## src/rtl/llc_pipe_issue_arb_if.sv

```systemverilog
// Requester, issue, retire and flush signals between the LLC input FIFOs,
// the issue arbiter and the mem-read stage.
interface llc_pipe_issue_arb_if #(
    parameter int NUM_REQ = 4,
    parameter int SET_W   = 8,
    parameter int ID_W    = 2,
    parameter int SRC_W   = 2
);
    logic [NUM_REQ-1:0]       req_valid;
    logic [NUM_REQ*SET_W-1:0] req_set;
    logic [NUM_REQ-1:0]       req_ready;
    logic                     issue_valid;
    logic                     issue_ready;
    logic [SRC_W-1:0]         issue_src;
    logic [SET_W-1:0]         issue_set;
    logic [ID_W-1:0]          issue_id;
    logic                     retire_valid;
    logic [ID_W-1:0]          retire_id;
    logic                     flush;
    logic [ID_W:0]            inflight_cnt;
    logic                     table_full;

    modport master (
        input  req_valid, req_set, issue_ready,
        input  retire_valid, retire_id, flush,
        output req_ready, issue_valid, issue_src,
        output issue_set, issue_id, inflight_cnt, table_full
    );

    modport slave (
        output req_valid, req_set, issue_ready,
        output retire_valid, retire_id, flush,
        input  req_ready, issue_valid, issue_src,
        input  issue_set, issue_id, inflight_cnt, table_full
    );
endinterface

```

## src/rtl/llc_pipe_issue_arb.sv

```systemverilog
// LLC pipeline issue arbiter: strict-priority responses, round-robin for
// the rest, set-hazard blocking against an in-flight table.
module llc_pipe_issue_arb #(
    parameter int NUM_REQ  = 4,
    parameter int INFLIGHT = 4,
    parameter int SET_W    = 8,
    parameter int ID_W     = $clog2(INFLIGHT),
    parameter int SRC_W    = $clog2(NUM_REQ)
) (
    input logic clk,
    input logic rst,
    llc_pipe_issue_arb_if.master bus
);
    logic [INFLIGHT-1:0] vld;
    logic [SET_W-1:0]    set_q [INFLIGHT];
    logic [SRC_W-1:0]    rr_ptr;
    logic [ID_W:0]       cnt;
    logic                iss_v;
    logic [SRC_W-1:0]    iss_src;
    logic [SET_W-1:0]    iss_set;
    logic [ID_W-1:0]     iss_id;

    logic                any_free;
    logic [ID_W-1:0]     alloc_id;
    logic [NUM_REQ-1:0]  hazard;
    logic [NUM_REQ-1:0]  elig;
    logic [NUM_REQ-1:0]  gnt;
    logic                gnt_any;
    logic [SRC_W-1:0]    gnt_src;
    logic [SET_W-1:0]    gnt_set;
    logic                slot_free;
    logic                ret_hit;

    always_comb begin
        any_free = 1'b0;
        alloc_id = '0;
        for (int e = INFLIGHT - 1; e >= 0; e--) begin
            if (!vld[e]) begin
                any_free = 1'b1;
                alloc_id = ID_W'(e);
            end
        end
    end

    // Requester 0 carries responses and never waits on a set hazard
    always_comb begin
        hazard = '0;
        for (int i = 1; i < NUM_REQ; i++) begin
            for (int e = 0; e < INFLIGHT; e++) begin
                if (vld[e] && set_q[e] == bus.req_set[SET_W*i +: SET_W])
                    hazard[i] = 1'b1;
            end
        end
    end

    assign slot_free = !iss_v || bus.issue_ready;
    assign elig = bus.req_valid & ~hazard
                & {NUM_REQ{any_free && slot_free && !bus.flush && rst}};

    always_comb begin
        int               sum;
        logic [SRC_W-1:0] idx;
        gnt_any = 1'b0;
        gnt_src = '0;
        gnt     = '0;
        sum     = 0;
        idx     = '0;
        if (elig[0]) begin
            gnt_any = 1'b1;
        end else begin
            for (int k = 0; k < NUM_REQ - 1; k++) begin
                sum = int'(rr_ptr) + k;
                if (sum >= NUM_REQ) sum = sum - (NUM_REQ - 1);
                idx = SRC_W'(sum);
                if (!gnt_any && elig[idx]) begin
                    gnt_any = 1'b1;
                    gnt_src = idx;
                end
            end
        end
        if (gnt_any) gnt[gnt_src] = 1'b1;
    end

    assign gnt_set = bus.req_set[SET_W*int'(gnt_src) +: SET_W];
    assign ret_hit = bus.retire_valid && vld[bus.retire_id];

    always_ff @(posedge clk or negedge rst) begin
        if (!rst) begin
            vld     <= '0;
            for (int e = 0; e < INFLIGHT; e++) set_q[e] <= '0;
            rr_ptr  <= SRC_W'(1);
            cnt     <= '0;
            iss_v   <= 1'b0;
            iss_src <= '0;
            iss_set <= '0;
            iss_id  <= '0;
        end else if (bus.flush) begin
            vld   <= '0;
            cnt   <= '0;
            iss_v <= 1'b0;
        end else begin
            // Allocation targets a free entry, so it never collides with a valid retire
            if (bus.retire_valid) vld[bus.retire_id] <= 1'b0;
            if (gnt_any) begin
                vld[alloc_id]   <= 1'b1;
                set_q[alloc_id] <= gnt_set;
            end
            cnt <= cnt + (ID_W+1)'(gnt_any) - (ID_W+1)'(ret_hit);
            if (gnt_any && gnt_src != '0) begin
                rr_ptr <= (int'(gnt_src) == NUM_REQ - 1) ? SRC_W'(1)
                                                         : gnt_src + 1'b1;
            end
            if (gnt_any) begin
                iss_v   <= 1'b1;
                iss_src <= gnt_src;
                iss_set <= gnt_set;
                iss_id  <= alloc_id;
            end else if (bus.issue_ready) begin
                iss_v <= 1'b0;
            end
        end
    end

    assign bus.req_ready    = gnt;
    assign bus.issue_valid  = iss_v;
    assign bus.issue_src    = iss_src;
    assign bus.issue_set    = iss_set;
    assign bus.issue_id     = iss_id;
    assign bus.inflight_cnt = cnt;
    assign bus.table_full   = (cnt == (ID_W+1)'(INFLIGHT));
endmodule

```

## src/flat_wrapper.sv

```systemverilog
// flat-port wrapper written by rule: the top's interface ports become plain ports
module llc_pipe_issue_arb_flat 
#(
    parameter int NUM_REQ  = 4,
    parameter int INFLIGHT = 4,
    parameter int SET_W    = 8,
    parameter int ID_W     = $clog2(INFLIGHT),
    parameter int SRC_W    = $clog2(NUM_REQ)
)
  (clk, rst, bus_req_valid, bus_req_set, bus_issue_ready, bus_retire_valid, bus_retire_id, bus_flush, bus_req_ready, bus_issue_valid, bus_issue_src, bus_issue_set, bus_issue_id, bus_inflight_cnt, bus_table_full);
  llc_pipe_issue_arb_if #(.NUM_REQ(NUM_REQ), .SET_W(SET_W), .ID_W(ID_W), .SRC_W(SRC_W)) bus_i ();
  input logic clk;
  input logic rst;
  input wire logic [$bits(bus_i.req_valid)-1:0] bus_req_valid;
  input wire logic [$bits(bus_i.req_set)-1:0] bus_req_set;
  input wire logic [$bits(bus_i.issue_ready)-1:0] bus_issue_ready;
  input wire logic [$bits(bus_i.retire_valid)-1:0] bus_retire_valid;
  input wire logic [$bits(bus_i.retire_id)-1:0] bus_retire_id;
  input wire logic [$bits(bus_i.flush)-1:0] bus_flush;
  output wire logic [$bits(bus_i.req_ready)-1:0] bus_req_ready;
  output wire logic [$bits(bus_i.issue_valid)-1:0] bus_issue_valid;
  output wire logic [$bits(bus_i.issue_src)-1:0] bus_issue_src;
  output wire logic [$bits(bus_i.issue_set)-1:0] bus_issue_set;
  output wire logic [$bits(bus_i.issue_id)-1:0] bus_issue_id;
  output wire logic [$bits(bus_i.inflight_cnt)-1:0] bus_inflight_cnt;
  output wire logic [$bits(bus_i.table_full)-1:0] bus_table_full;
  assign bus_i.req_valid = bus_req_valid;
  assign bus_i.req_set = bus_req_set;
  assign bus_i.issue_ready = bus_issue_ready;
  assign bus_i.retire_valid = bus_retire_valid;
  assign bus_i.retire_id = bus_retire_id;
  assign bus_i.flush = bus_flush;
  assign bus_req_ready = bus_i.req_ready;
  assign bus_issue_valid = bus_i.issue_valid;
  assign bus_issue_src = bus_i.issue_src;
  assign bus_issue_set = bus_i.issue_set;
  assign bus_issue_id = bus_i.issue_id;
  assign bus_inflight_cnt = bus_i.inflight_cnt;
  assign bus_table_full = bus_i.table_full;
  llc_pipe_issue_arb #(.NUM_REQ(NUM_REQ), .INFLIGHT(INFLIGHT), .SET_W(SET_W), .ID_W(ID_W), .SRC_W(SRC_W)) u_core (.clk(clk), .rst(rst), .bus(bus_i));
endmodule
```

## config.mk

```make
export PLATFORM = sky130hd
export DESIGN_NAME = llc_pipe_issue_arb_flat
export DESIGN_NICKNAME = d
export VERILOG_FILES = /design/src/rtl/llc_pipe_issue_arb_if.sv /design/src/rtl/llc_pipe_issue_arb.sv /design/src/flat_wrapper.sv
export SDC_FILE = /design/constraint.sdc
export NUM_CORES = 1
export LEC_CHECK = 0
export ABC_AREA = 1
export BUFFER_PORTS_ARGS = -buffer_cell sky130_fd_sc_hd__buf_2
export CAP_MARGIN = 15
export CORE_MARGIN = 1
export CORE_UTILIZATION = 25
export DETAILED_ROUTE_END_ITERATION = 16
export GPL_TIMING_DRIVEN = 0
export SETUP_SLACK_MARGIN = 0.3
export SLEW_MARGIN = 0
export SYNTH_ARGS = -nofsm -noshare
export SYNTH_HDL_FRONTEND = slang
export SYNTH_SLANG_ARGS = --single-unit
```

## constraint.sdc

```tcl
create_clock -name clk -period 7.57 [get_ports clk]
set_clock_uncertainty 0.05 [all_clocks]
set_input_delay 2.271 -clock clk [delete_from_list [all_inputs] [get_ports clk]]
set_output_delay 2.271 -clock clk [all_outputs]
set_load 0.01 [all_outputs]
```

# After elaboration in Yosys (flattened, before gate mapping)

Index checks and enable logic that the tools add are counted.

$add $sub $neg: 8
Magnitude comparators: 14
Equality and inequality tests: 14
Shift-type cells: 1
Mux-type cells: 63
Bitwise gates (word level): 8
Reductions and logical operators: 32

Operator list:

| operator                                                          | count |
|---|---|
| == test 8 bit                                                     | 12 |
| bitwise mux 32 bit                                                | 1 |
| 2-to-1 mux 1 bit                                                  | 32 |
| variable part select 32 x 6 -> 8 bit                              | 1 |
| 2-to-1 mux 2 bit                                                  | 15 |
| logical AND 1 bit                                                 | 23 |
| 2-to-1 mux 4 bit                                                  | 5 |
| < comparator 2 x 3 -> 1 bit, second input constant                | 6 |
| demux 8 bit (select 2 bit)                                        | 1 |
| AND 4 bit                                                         | 3 |
| greater-or-equal comparator 3 bit, second input constant          | 3 |
| binary-select mux 1 bit (select 2 bit)                            | 4 |
| 2-to-1 mux 8 bit                                                  | 1 |
| inverter 4 bit                                                    | 2 |
| demux 1 bit (select 2 bit)                                        | 3 |
| greater-or-equal comparator 2 x 1 -> 1 bit, second input constant | 3 |
| logical NOT 1 bit                                                 | 4 |
| bitwise OR 4 bit                                                  | 1 |
| AND reduction 2 bit                                               | 2 |
| subtractor 2 x 1 -> 2 bit, second input constant                  | 2 |
| adder 2 x 1 -> 3 bit, second input constant                       | 1 |
| adder 2 x 2 -> 3 bit, second input constant                       | 1 |
| adder 3 x 1 -> 3 bit                                              | 1 |
| == test 3 bit, second input constant                              | 1 |
| 12 further kinds                                                  | 12 |

Register bits after elaboration: 54
Bits of input ports: 43

# Depth between registers and ports, before layout

Gate-level depths: netlist of the first run.

Word-level depth: 27
Mapped depth: 23
Depth with buffers taken out: 22

# Worst setup path after synthesis of the first run

Ideal clock, no wire load.

Path type: input port to output port
Start: input bus_req_set[18]
End: output bus_req_ready[1]
Arrival time: 4.118 ns
Setup slack: 1.131 ns
Stages: 19
Buffers on the path: 2
Cell sequence: buf_2 -> or2_0 -> a21oi_1 -> nand3_1 -> nand2_1 -> inv_2 -> nand3_1 -> nand3_2 -> nand2_2 -> nand2_1 -> inv_2 -> nand2_4 -> nand3_4 -> nand2_4 -> buf_6 -> inv_1 -> ha_1 -> inv_1 -> nor2_1

Word-level cells in the longest chain between the ends: 26
Elaborated cells between the ends (all ways): 41
Those cells by class: order compare: 2; eq/ne: 4; mux: 23; bitwise: 3; reduce/logical: 9

RTL lines:

| element                                                                                                         | line                     | RTL |
|---|---|---|
| from (decl)                                                                                                     | flat_wrapper.sv:15       | `input wire logic [$bits(bus_i.req_set)-1:0] bus_req_set;` |
| == test 8 bit                                                                                                   | llc_pipe_issue_arb.sv:50 | `if (vld[e] && set_q[e] == bus.req_set[SET_W*i +: SET_W])` |
| logical AND 1 bit                                                                                               | llc_pipe_issue_arb.sv:50 |  |
| 2-to-1 mux 1 bit (3 in a row)                                                                                   | llc_pipe_issue_arb.sv:50 |  |
| 2-to-1 mux 1 bit *                                                                                              | llc_pipe_issue_arb.sv:50 |  |
| inverter 4 bit *                                                                                                | llc_pipe_issue_arb.sv:57 | `assign elig = bus.req_valid & ~hazard` |
| AND 4 bit *                                                                                                     | llc_pipe_issue_arb.sv:57 |  |
| AND 4 bit *                                                                                                     | llc_pipe_issue_arb.sv:58 | `& {NUM_REQ{any_free && slot_free && !bus.flush && rst}};` |
| binary-select mux 1 bit (select 2 bit)                                                                          | llc_pipe_issue_arb.sv:75 | `if (!gnt_any && elig[idx]) begin` |
| [9 not listed]                                                                                                  | -                        |  |
| 2-to-1 mux 2 bit *                                                                                              | llc_pipe_issue_arb.sv:75 |  |
| 2-to-1 mux 2 bit *                                                                                              | llc_pipe_issue_arb.sv:68 | `if (elig[0]) begin` |
| named net u_core.gnt_src[0]                                                                                     | llc_pipe_issue_arb.sv:29 | `logic [SRC_W-1:0] gnt_src;` |
| < comparator 2 x 3 -> 1 bit (implied by the code) or greater-or-equal comparator 2 x 1 -> 1 bit (tied branches) | llc_pipe_issue_arb.sv:81 | `if (gnt_any) gnt[gnt_src] = 1'b1;` |
| logical AND 1 bit (implied by the code)                                                                         | llc_pipe_issue_arb.sv:81 |  |
| 2-to-1 mux 1 bit (implied by the code)                                                                          | llc_pipe_issue_arb.sv:81 |  |
| demux 1 bit (select 2 bit) *                                                                                    | -                        |  |
| 2-to-1 mux 4 bit *                                                                                              | llc_pipe_issue_arb.sv:81 |  |
| to (decl)                                                                                                       | flat_wrapper.sv:20       | `output wire logic [$bits(bus_i.req_ready)-1:0] bus_req_ready;` |

Mark *: on every way through the listed nets, which the timed path passes. The rest lies on a longest branch. The select of a mux whose other input is x is not followed.

# Final worst setup path of the first run

Start: input bus_req_set[13]
End: output bus_req_ready[1]

The elaborated chain is that of the path after synthesis.

==> out/summary.txt, run 1 <==
Most common cell after layout, fill and taps aside: nand2_1
Cell mode on critical path: nand2_1
Syn Area/Cell: 6.37 um^2
Final net count: 819
Post-route clock period utilization: 92.8%
Post-synth EDFFs: 0
Fmax: 142 MHz
Routed WL: 15700 um
CTS Sinks: 54
Vias/cell: 4.77
Placed cell area: 0.00506 mm^2
Slew at the pin closest to its max-slew limit: 537 ps
Layout fillers: 1972
Crit path max-delay cell type: ha_1
Die ar.: 0.0185 mm^2
Final hold viol count: 0
Synth cell types: 40
Die Ht: 136 um
Max Slew Vio Count: 0
I/O Buffers: 54
Worst-case vdd ir drop: 187 uV
Clk_lat worst skew: 310 ps
Layout cell share with drive strength beyond 1: 17.1%
Unrepaired setup endpoints after global routing: false
Total GRT Usage: 18.0%
PwrDens: 517 mW/mm^2
Routed wire length per instance: 15.8 um
Synthesis-to-layout area growth: 16.9%
Cell area after layout: 0.00525 mm^2
Fraction of registers with async set/reset: 100%
Mapped cell area: 0.00449 mm^2
First-pass GRT wire length: 25000 um
Core Region: 0.0174 mm^2
Vias in the first global route: 4547
Cell chain of the critical path: buf_2 > inv_2 > nand2_1 > nand2_1 > inv_1 > nand2_1 > nor2_1 > nand3_1 > nand2_1 > nor2_2 > nand2_1 > o21bai_2 > nand2_2 > nand2_1 > inv_2 > nand2_4 > nand3_4 > nand2_8 > buf_6 > inv_1 > ha_1 > inv_1 > nor2_1 > buf_2
CTS HTree Levels: 2
Most frequent cells in the layout: nand2_1 (257), nand3_1 (88), inv_1 (75)
Row Count: 48
CTS Buf Count: 5
DP HPWL: 12100 um
Initial core utilization: 25.8%
Clock-pin slew on the worst setup and hold paths: 70 ps
Final Util: 30.1%
Final setup fails: 0
Max-slew headroom: 63.8%
Largest net degree at the start of global routing: 30
Crit Path Max Fanout: 11
Worst Hold Class: reg2reg
Crit. End Element: primary output
MaxCap Viol Count: 0
Fin crit period: 7030 ps
Grt ovf: 0
CTS tree: yes
Syn Nets: 757
Outcome: complete, no violations
Clk Tree Root Cell: clkbuf_16
Critical Path AT: 4710 ps
Vias: 4741
Chip Width: 136 um
WP data required: 5250 ps
Reg2reg setup slack: 4390 ps
Worst path max stage delay: 220 ps
Hold path cells: 2
LEAKAGE: 2.83 nW
Initial antenna violation count: 1
Drt initial violations: 373
Sequential fraction of the synthesis area: 30.1%
IO Count: 64
Setup TNS: 0 ps
Reg2Reg Depth: 19
Routed Antenna Nets: 0
#FFs+latches synth: 54
Critical Path Start Type: primary input
Main synth FF type: dfrtp_1
Clock Path Buffers: 2
Gate Count Post-Synth: 705
Gp weighted congestion: 0.918
DRC: 0
DR pass1 iterations: 5
CP Class: in2out
YS warnings: 0
## what timing repair did
item	4_1_cts	5_1_grt
pin swaps	0	1
resized for setup	3	8
setup buffers	0	0
hold buffers	0	0
endpoints found under the setup margin	4	4
## registers in the layout, indices dropped and copies added (netlist names)
| signal | flops |
|---|---|
| u_core.vld | 4 |
| u_core.bus.issue_set | 8 |
| u_core.rr_ptr | 2 |
| u_core.set_q | 32 |
| u_core.bus.issue_src | 2 |
| u_core.bus.issue_id | 2 |
| u_core.bus.inflight_cnt | 3 |
| u_core.bus.issue_valid | 1 |
## cells in the mapped netlist (8+ instances only)
library cell | number | area share (%)
nor2_1 | 63 | 5.3
ha_1 | 8 | 2.2
nand2_1 | 257 | 21
inv_2 | 17 | 1.4
buf_2 | 12 | 1.3
inv_1 | 76 | 6.4
dfrtp_1 | 53 | 30
nand3_2 | 18 | 4.0
a21oi_1 | 14 | 1.6
nand4_1 | 8 | 1.1
xnor2_1 | 10 | 2.0
o21ai_0 | 24 | 2.7
nand3_1 | 89 | 9.9
xor2_1 | 18 | 3.5
## power by group
part,internal (mW),switching [mW],leakage [nW]
sequential,0.445,0.166,0.667
combinational,0.600,1.26,2.09
clock,0.132,0.112,0.0739
## routing by layer
layer  global-route usage [%]  vias to the layer above  routed length (um)
met5                        0                        -                   0
met4                     7.96                        0                 593
met3                     2.87                       34                1220
met2                     27.3                      186                6760
met1                     25.0                     2171                7140
li1                         -                     2350                   -
## worst max-delay path: cells and delay by family
kind / cells / cell delay [ps]
AND/OR/NAND/NOR: 14 / 1250
buffers and inverters: 8 / 820
adder cells (fa/ha/maj): 1 / 220
AO/OA/AOI/OAI: 1 / 150
## metrics by stage
stage | power (mW) | hold WS [ps] | setup slack [ps] | instances
6_report | 2.71 | 424 | 544 | 994
5_1_grt | 2.97 | 445 | 307 | 994
4_1_cts | 2.71 | 429 | 338 | 993
3_5_place_dp | 2.45 | 410 | -164 | 985
3_3_place_gp | 2.43 | 402 | -739 | 984
2_1_floorplan | 1.88 | 399 | 1130 | 705
## final timing paths
check | startpoint | to
max in group asynchronous | rst | u_core.set_q[24]$_DFFE_PN0P_
max reg2reg | u_core.vld[1]$_DFF_PN0_ | u_core.bus.inflight_cnt[2]$_DFF_PN0_
min reg2reg | u_core.bus.issue_set[6]$_DFFE_PN0P_ | u_core.bus.issue_set[6]$_DFFE_PN0P_
min in group asynchronous | rst | u_core.bus.issue_id[1]$_DFFE_PN0P_
max | bus_req_set[13] | bus_req_ready[1]
min | u_core.bus.issue_set[6]$_DFFE_PN0P_ | u_core.bus.issue_set[6]$_DFFE_PN0P_
## logic make-up (layout without fill, tap and decap cells)
group | after synthesis | count (layout) | synth area share, %
adders and majority gates | 9 | 9 | 2.67
other | 0 | 1 | 0
xor gates and xnor gates | 28 | 28 | 5.46
DFF | 54 | 54 | 30.1
buffers and inverters | 110 | 173 | 9.92
and+or+nand+nor | 452 | 452 | 45.2
AOI/OAI and AO/OA | 52 | 52 | 6.60
## cell type report
type                            count  area, um^2  share of cell area, %
Timing Repair Buffer               55         300                   5.72
Inverter                           95         359                   6.84
Antenna cell                        1        2.50                 0.0477
Clock inverter                      1        5.00                 0.0953
Multi-Input combinational cell    541        2720                   51.8
Tap cell                          225         282                   5.36
Clock buffer                        7         143                   2.72
Buffer                             15        86.3                   1.64
Sequential cell                    54        1350                   25.8
Note: power is estimated with default switching activity, not from simulation.
==> run 2: changes to the inputs <==
CORE_MARGIN = 10   (was 1)
REMOVE_ABC_BUFFERS = 1   (was default)
==> run 2 against run 1 <==
Net effect: combinational power is 2% higher; sequential power hardly changed; global-route usage is 4.3 points lower; fmax is 1.2% higher; cell area is 2.0% higher; total power is 4.1% higher; critical endpoint unchanged; largest power group unchanged; highest routed layer unchanged.
==> out/summary.txt, run 2 (synthesis results as in run 1) <==
Unrepaired setup endpoints after global routing: false
Chip Width: 154 um
IO Count: 64
LEAKAGE: 2.88 nW
Drt initial violations: 486
DP HPWL: 12300 um
Total GRT Usage: 13.8%
Vias in the first global route: 4645
I/O Buffers: 63
CTS tree: yes
Initial core utilization: 25.7%
Final net count: 820
Crit. End Element: primary output
Fin crit period: 6950 ps
Slew at the pin closest to its max-slew limit: 600 ps
Final setup fails: 0
Die ar.: 0.0237 mm^2
CTS HTree Levels: 2
Final hold viol count: 0
Cts hold-fix bufs: 0
Most common cell after layout, fill and taps aside: nand2_1
Routed wire length per instance: 16.6 um
Worst Hold Class: reg2reg
Worst-case vdd ir drop: 215 uV
Max FFs per register: 32
Post-route clock period utilization: 91.8%
Critical Path AT: 4620 ps
Grt ovf: 0
Multi-input gate area: 0.00274 mm^2
Routed WL: 16500 um
WP data required: 5250 ps
Die Ht: 154 um
Crit Path Max Fanout: 27
Top reg by flops: u_core.set_q
Routed Antenna Nets: 0
Clock Path Buffers: 2
Tot Pwr: 2.83 mW
Vias: 4729
CP Class: in2out
Cell area after layout: 0.00536 mm^2
Placed cell area: 0.00502 mm^2
CTS Sinks: 54
Most frequent cells in the layout: nand2_1 (257), nand3_1 (88), inv_1 (76)
Setup slack after layout: 624 ps
Clock-pin slew on the worst setup and hold paths: 80 ps
Initial antenna violation count: 2
Layout cell share with drive strength beyond 1: 17.0%
DRC: 0
Fmax: 144 MHz
Max Slew Vio Count: 0
Core Region: 0.0175 mm^2
Hold path cells: 2
PwrDens: 528 mW/mm^2
Place WS: -648 ps
CTS Buf Count: 5
DR pass1 iterations: 7
Largest net degree at the start of global routing: 32
Storage element area: 0.00135 mm^2
MaxCap Viol Count: 0
First-pass GRT wire length: 26100 um
Synthesis-to-layout area growth: 19.3%
Max-slew headroom: 59.6%
Layout fillers: 1937
Vias/cell: 4.75
Reg2Reg Depth: 19
Outcome: complete, no violations
Critical Path Start Type: primary input
Row Count: 48
Clk Tree Root Cell: clkbuf_16
Clk_lat worst skew: 310 ps
Gp weighted congestion: 0.920
-- run 2: cell count changes in the layout (fill, tap and decap cells not counted), moves of 2 or more --
cell	before	now
buf_2	65	62
buf_4	2	5
inv_2	18	15
bufinv_16	0	2
nand2_4	1	3
-- run 2: critical path: stages --
cell	delay (ps)
buf_8	220
buf_16	190
nand3_2	140
nor2_1	130
nand2_1	80
nor2_2	140
nand2_1	120
o21bai_1	150
nand2_1	80
inv_2	100
nand4_1	80
nand2_1	120
clkinv_4	110
nand2_8	150
inv_1	80
ha_1	210
inv_1	50
nor2_1	40
buf_2	150
-- run 2: power breakdown --
group | total (mW) | leakage, nW | internal [mW] | switching (mW)
Clock | 0.318 | 0.0971 | 0.199 | 0.119
Combinational | 1.90 | 2.12 | 0.610 | 1.29
Sequential | 0.610 | 0.667 | 0.445 | 0.165
-- run 2: final timing paths --
check                                                    start                              endpoint  slack, ps
hold / removal             u_core.bus.issue_set[1]$_DFFE_PN0P_   u_core.bus.issue_set[1]$_DFFE_PN0P_        430
setup reg to reg                       u_core.vld[3]$_DFF_PN0_          u_core.set_q[29]$_DFFE_PN0P_       4390
min in group asynchronous                                  rst  u_core.bus.inflight_cnt[0]$_DFF_PN0_       1750
max in group asynchronous                                  rst          u_core.rr_ptr[0]$_DFFE_PN1P_       5280
setup / recovery                                           rst                      bus_req_ready[1]        620
hold reg to reg            u_core.bus.issue_set[1]$_DFFE_PN0P_   u_core.bus.issue_set[1]$_DFFE_PN0P_        430
-- run 2: metrics by stage --
| stage | TNS (ps) | util (%) | std cells | hold WS [ps] |
|---|---|---|---|---|
| floorplan | 0 | - | 690 | 399 |
| global placement | -3850 | 28.6 | 978 | 402 |
| detailed placement | -1990 | 28.7 | 979 | 414 |
| CTS | 0 | 30.3 | 991 | 435 |
| global route | 0 | 30.6 | 994 | 455 |
| finish | 0 | 30.7 | 995 | 431 |
-- run 2: cell type report --
| cell class | count | area share (%) |
|---|---|---|
| inverters | 95 | 6.94 |
| clock inverters | 2 | 1.12 |
| repair buffers | 70 | 7.75 |
| well taps | 225 | 5.25 |
| diodes | 1 | 0.0467 |
| flip-flops and latches | 54 | 25.2 |
| clock buffers | 6 | 2.59 |
| multi-input cells | 542 | 51.1 |
-- run 2: per-layer routing --
metal | up-vias | track usage [%] | part of all wire (%)
li1 | 2352 | - | -
met1 | 2199 | 17.8 | 46
met2 | 150 | 22.1 | 45
met3 | 28 | 2.93 | 6.0
met4 | 0 | 4.63 | 2.6
met5 | - | 0 | 0
-- run 2: repair_timing --
action                     CTS  global route
pin swaps                    2             0
setup endpoints to repair    4             4
cloned                       1             1
setup buffers                3             2
resized for setup           11             5
==> run 3: changes to the inputs <==
BUFFER_PORTS_ARGS = default   (was -buffer_cell sky130_fd_sc_hd__buf_2)
DONT_BUFFER_PORTS = 1   (was default)
TNS_END_PERCENT = 30   (was default)
==> run 3 against run 2 <==
Net effect: sequential power rose by 5.1%; clock power is 24% lower; die area is the same; global-route usage is 0.40 points lower; count of clock-buffer cells in the layout unchanged; first-iteration DRC count shrank 24%; final cell count shrank 6.9%; wire length down 3.5%; total power decreased by 7.6%; flip-flop and latch count is the same; hold slack better by 0.96 ps; combinational power is 9% lower; critical path type unchanged; largest power group unchanged.
==> out/summary.txt, run 3 (synthesis results as in run 1) <==
Worst path depth: 16
Vias in the first global route: 4319
Max Slew Vio Count: 0
CTS tree: yes
Vias: 4440
Crit path buf inv count: 3
Final Util: 28.0%
Fmax: 143 MHz
IO Count: 64
Placed cell area: 0.00469 mm^2
CP Class: in2out
Crit Path Max Fanout: 20
Routed Antenna Nets: 0
Clk Tree Root Cell: clkbuf_16
Initial core utilization: 25.7%
CTS Sinks: 54
WP data required: 5250 ps
Cts hold-fix bufs: 0
Routed WL: 15900 um
Chip Width: 154 um
Outcome: complete, no violations
Worst path max stage delay: 290 ps
Final net count: 752
LEAKAGE: 2.55 nW
Die ar.: 0.0237 mm^2
Met3 Use GR: 4.10%
Unrepaired setup endpoints after global routing: false
Setup slack after layout: 579 ps
Reg2Reg Depth: 17
Routed wire length per instance: 17.2 um
Top reg by flops: u_core.set_q
CP top delay family: simple AND/OR/NAND/NOR gates
Vias/cell: 4.79
DR pass1 iterations: 5
Crit. End Element: primary output
Fin crit period: 6990 ps
GR peak layer: met2
Layout cell share with drive strength beyond 1: 8.56%
N_diodes: 0
Clk_lat worst skew: 300 ps
Setup TNS: 0 ps
Global Route met1 Usage: 16.4%
Drt initial violations: 370
Cell chain of the critical path: inv_1 > nand3_1 > nor2_1 > nand2_1 > nor2_1 > nand3_1 > nand3_2 > nand2_1 > nand2_1 > inv_2 > nand2_4 > nand3_4 > nand2_8 > ha_1 > inv_1 > nor2_1
Final setup fails: 0
I/O Buffers: 0
Met2 GRT Util: 21.3%
Die Ht: 154 um
Grt ovf: 0
Most frequent cells in the layout: nand2_1 (257), nand3_1 (89), inv_1 (76)
Crit path max-delay cell type: nand2_8
Row Count: 48
First-pass GRT wire length: 25100 um
Initial antenna violation count: 0
Total GRT Usage: 13.4%
Hold path cells: 2
CTS HTree Levels: 2
Critical Path Start Type: primary input
Most common cell after layout, fill and taps aside: nand2_1
Core Region: 0.0175 mm^2
Cell area after layout: 0.00489 mm^2
DP HPWL: 12000 um
PwrDens: 534 mW/mm^2
Clock-pin slew on the worst setup and hold paths: 70 ps
CTS Buf Count: 5
Layout fillers: 1953
Gp weighted congestion: 0.924
Largest net degree at the start of global routing: 57
Critical Path AT: 4670 ps
Slew at the pin closest to its max-slew limit: 540 ps
Max FFs per register: 32
Place WS: 152 ps
Max-slew headroom: 63.9%
Worst-case vdd ir drop: 162 uV
Worst Hold Class: reg2reg
Synthesis-to-layout area growth: 8.80%
DRC: 0
Post-route clock period utilization: 92.4%
Clock Path Buffers: 2
MaxCap Viol Count: 0
Final hold viol count: 0
[run 3: cell count changes in the layout (fill, tap and decap cells not counted), sizes merged]
cell / previous run / this run
buf: 69 / 3
clkbuf: 7 / 6
bufinv: 2 / 0
nand2: 262 / 261
inv: 93 / 94
diode: 1 / 0
clkinvlp: 0 / 1
[run 3: worst paths after layout]
path / startpoint / to / slack, ps
max in group asynchronous: rst / u_core.rr_ptr[0]$_DFFE_PN1P_ / 5690
max: bus_flush / bus_req_ready[0] / 580
min reg2reg: u_core.set_q[11]$_DFFE_PN0P_ / u_core.set_q[11]$_DFFE_PN0P_ / 430
max reg2reg: u_core.vld[1]$_DFF_PN0_ / u_core.set_q[17]$_DFFE_PN0P_ / 4010
min: u_core.set_q[11]$_DFFE_PN0P_ / u_core.set_q[11]$_DFFE_PN0P_ / 430
min in group asynchronous: rst / u_core.set_q[4]$_DFFE_PN0P_ / 1610
[run 3: cell type report]
type,instances,area [um^2],share of cell area [%]
Clock buffer,6,139,2.84
Multi-Input combinational cell,541,2710,55.4
Clock inverter,2,12.5,0.256
Inverter,95,369,7.55
Tap cell,225,282,5.76
Timing Repair Buffer,3,22.5,0.461
Sequential cell,54,1350,27.7
[run 3: power breakdown]
part           leakage, nW  internal [mW]  switching [mW]
combinational         1.81          0.543            1.18
clock               0.0729          0.131           0.111
sequential           0.667          0.445           0.196
[run 3: per-stage QoR]
stage          instances  total power [mW]  hold slack (ps)
2_1_floorplan        690              1.83              399
3_3_place_gp         915              2.29              413
3_5_place_dp         915              2.31              417
4_1_cts              923              2.57              436
5_1_grt              926              2.90              450
6_report             926              2.61              432
[run 3: routing by layer]
metal / up-vias / share of wire [%]
met5: - / 0
met4: 0 / 3.2
met3: 26 / 8.5
met2: 153 / 45
met1: 2047 / 44
li1: 2214 / -
[run 3: timing repair]
| action | in CTS | in global routing |
|---|---|---|
| resized for setup | 2 | 5 |
| pin swaps | 0 | 1 |
| setup endpoints to repair | 2 | 4 |
| setup buffers | 0 | 3 |
[run 3: worst min-delay path, stage by stage (launching register included)]
cell and delay [ps]:
dfrtp_1 340, nand2_1 50, nand2_1 50
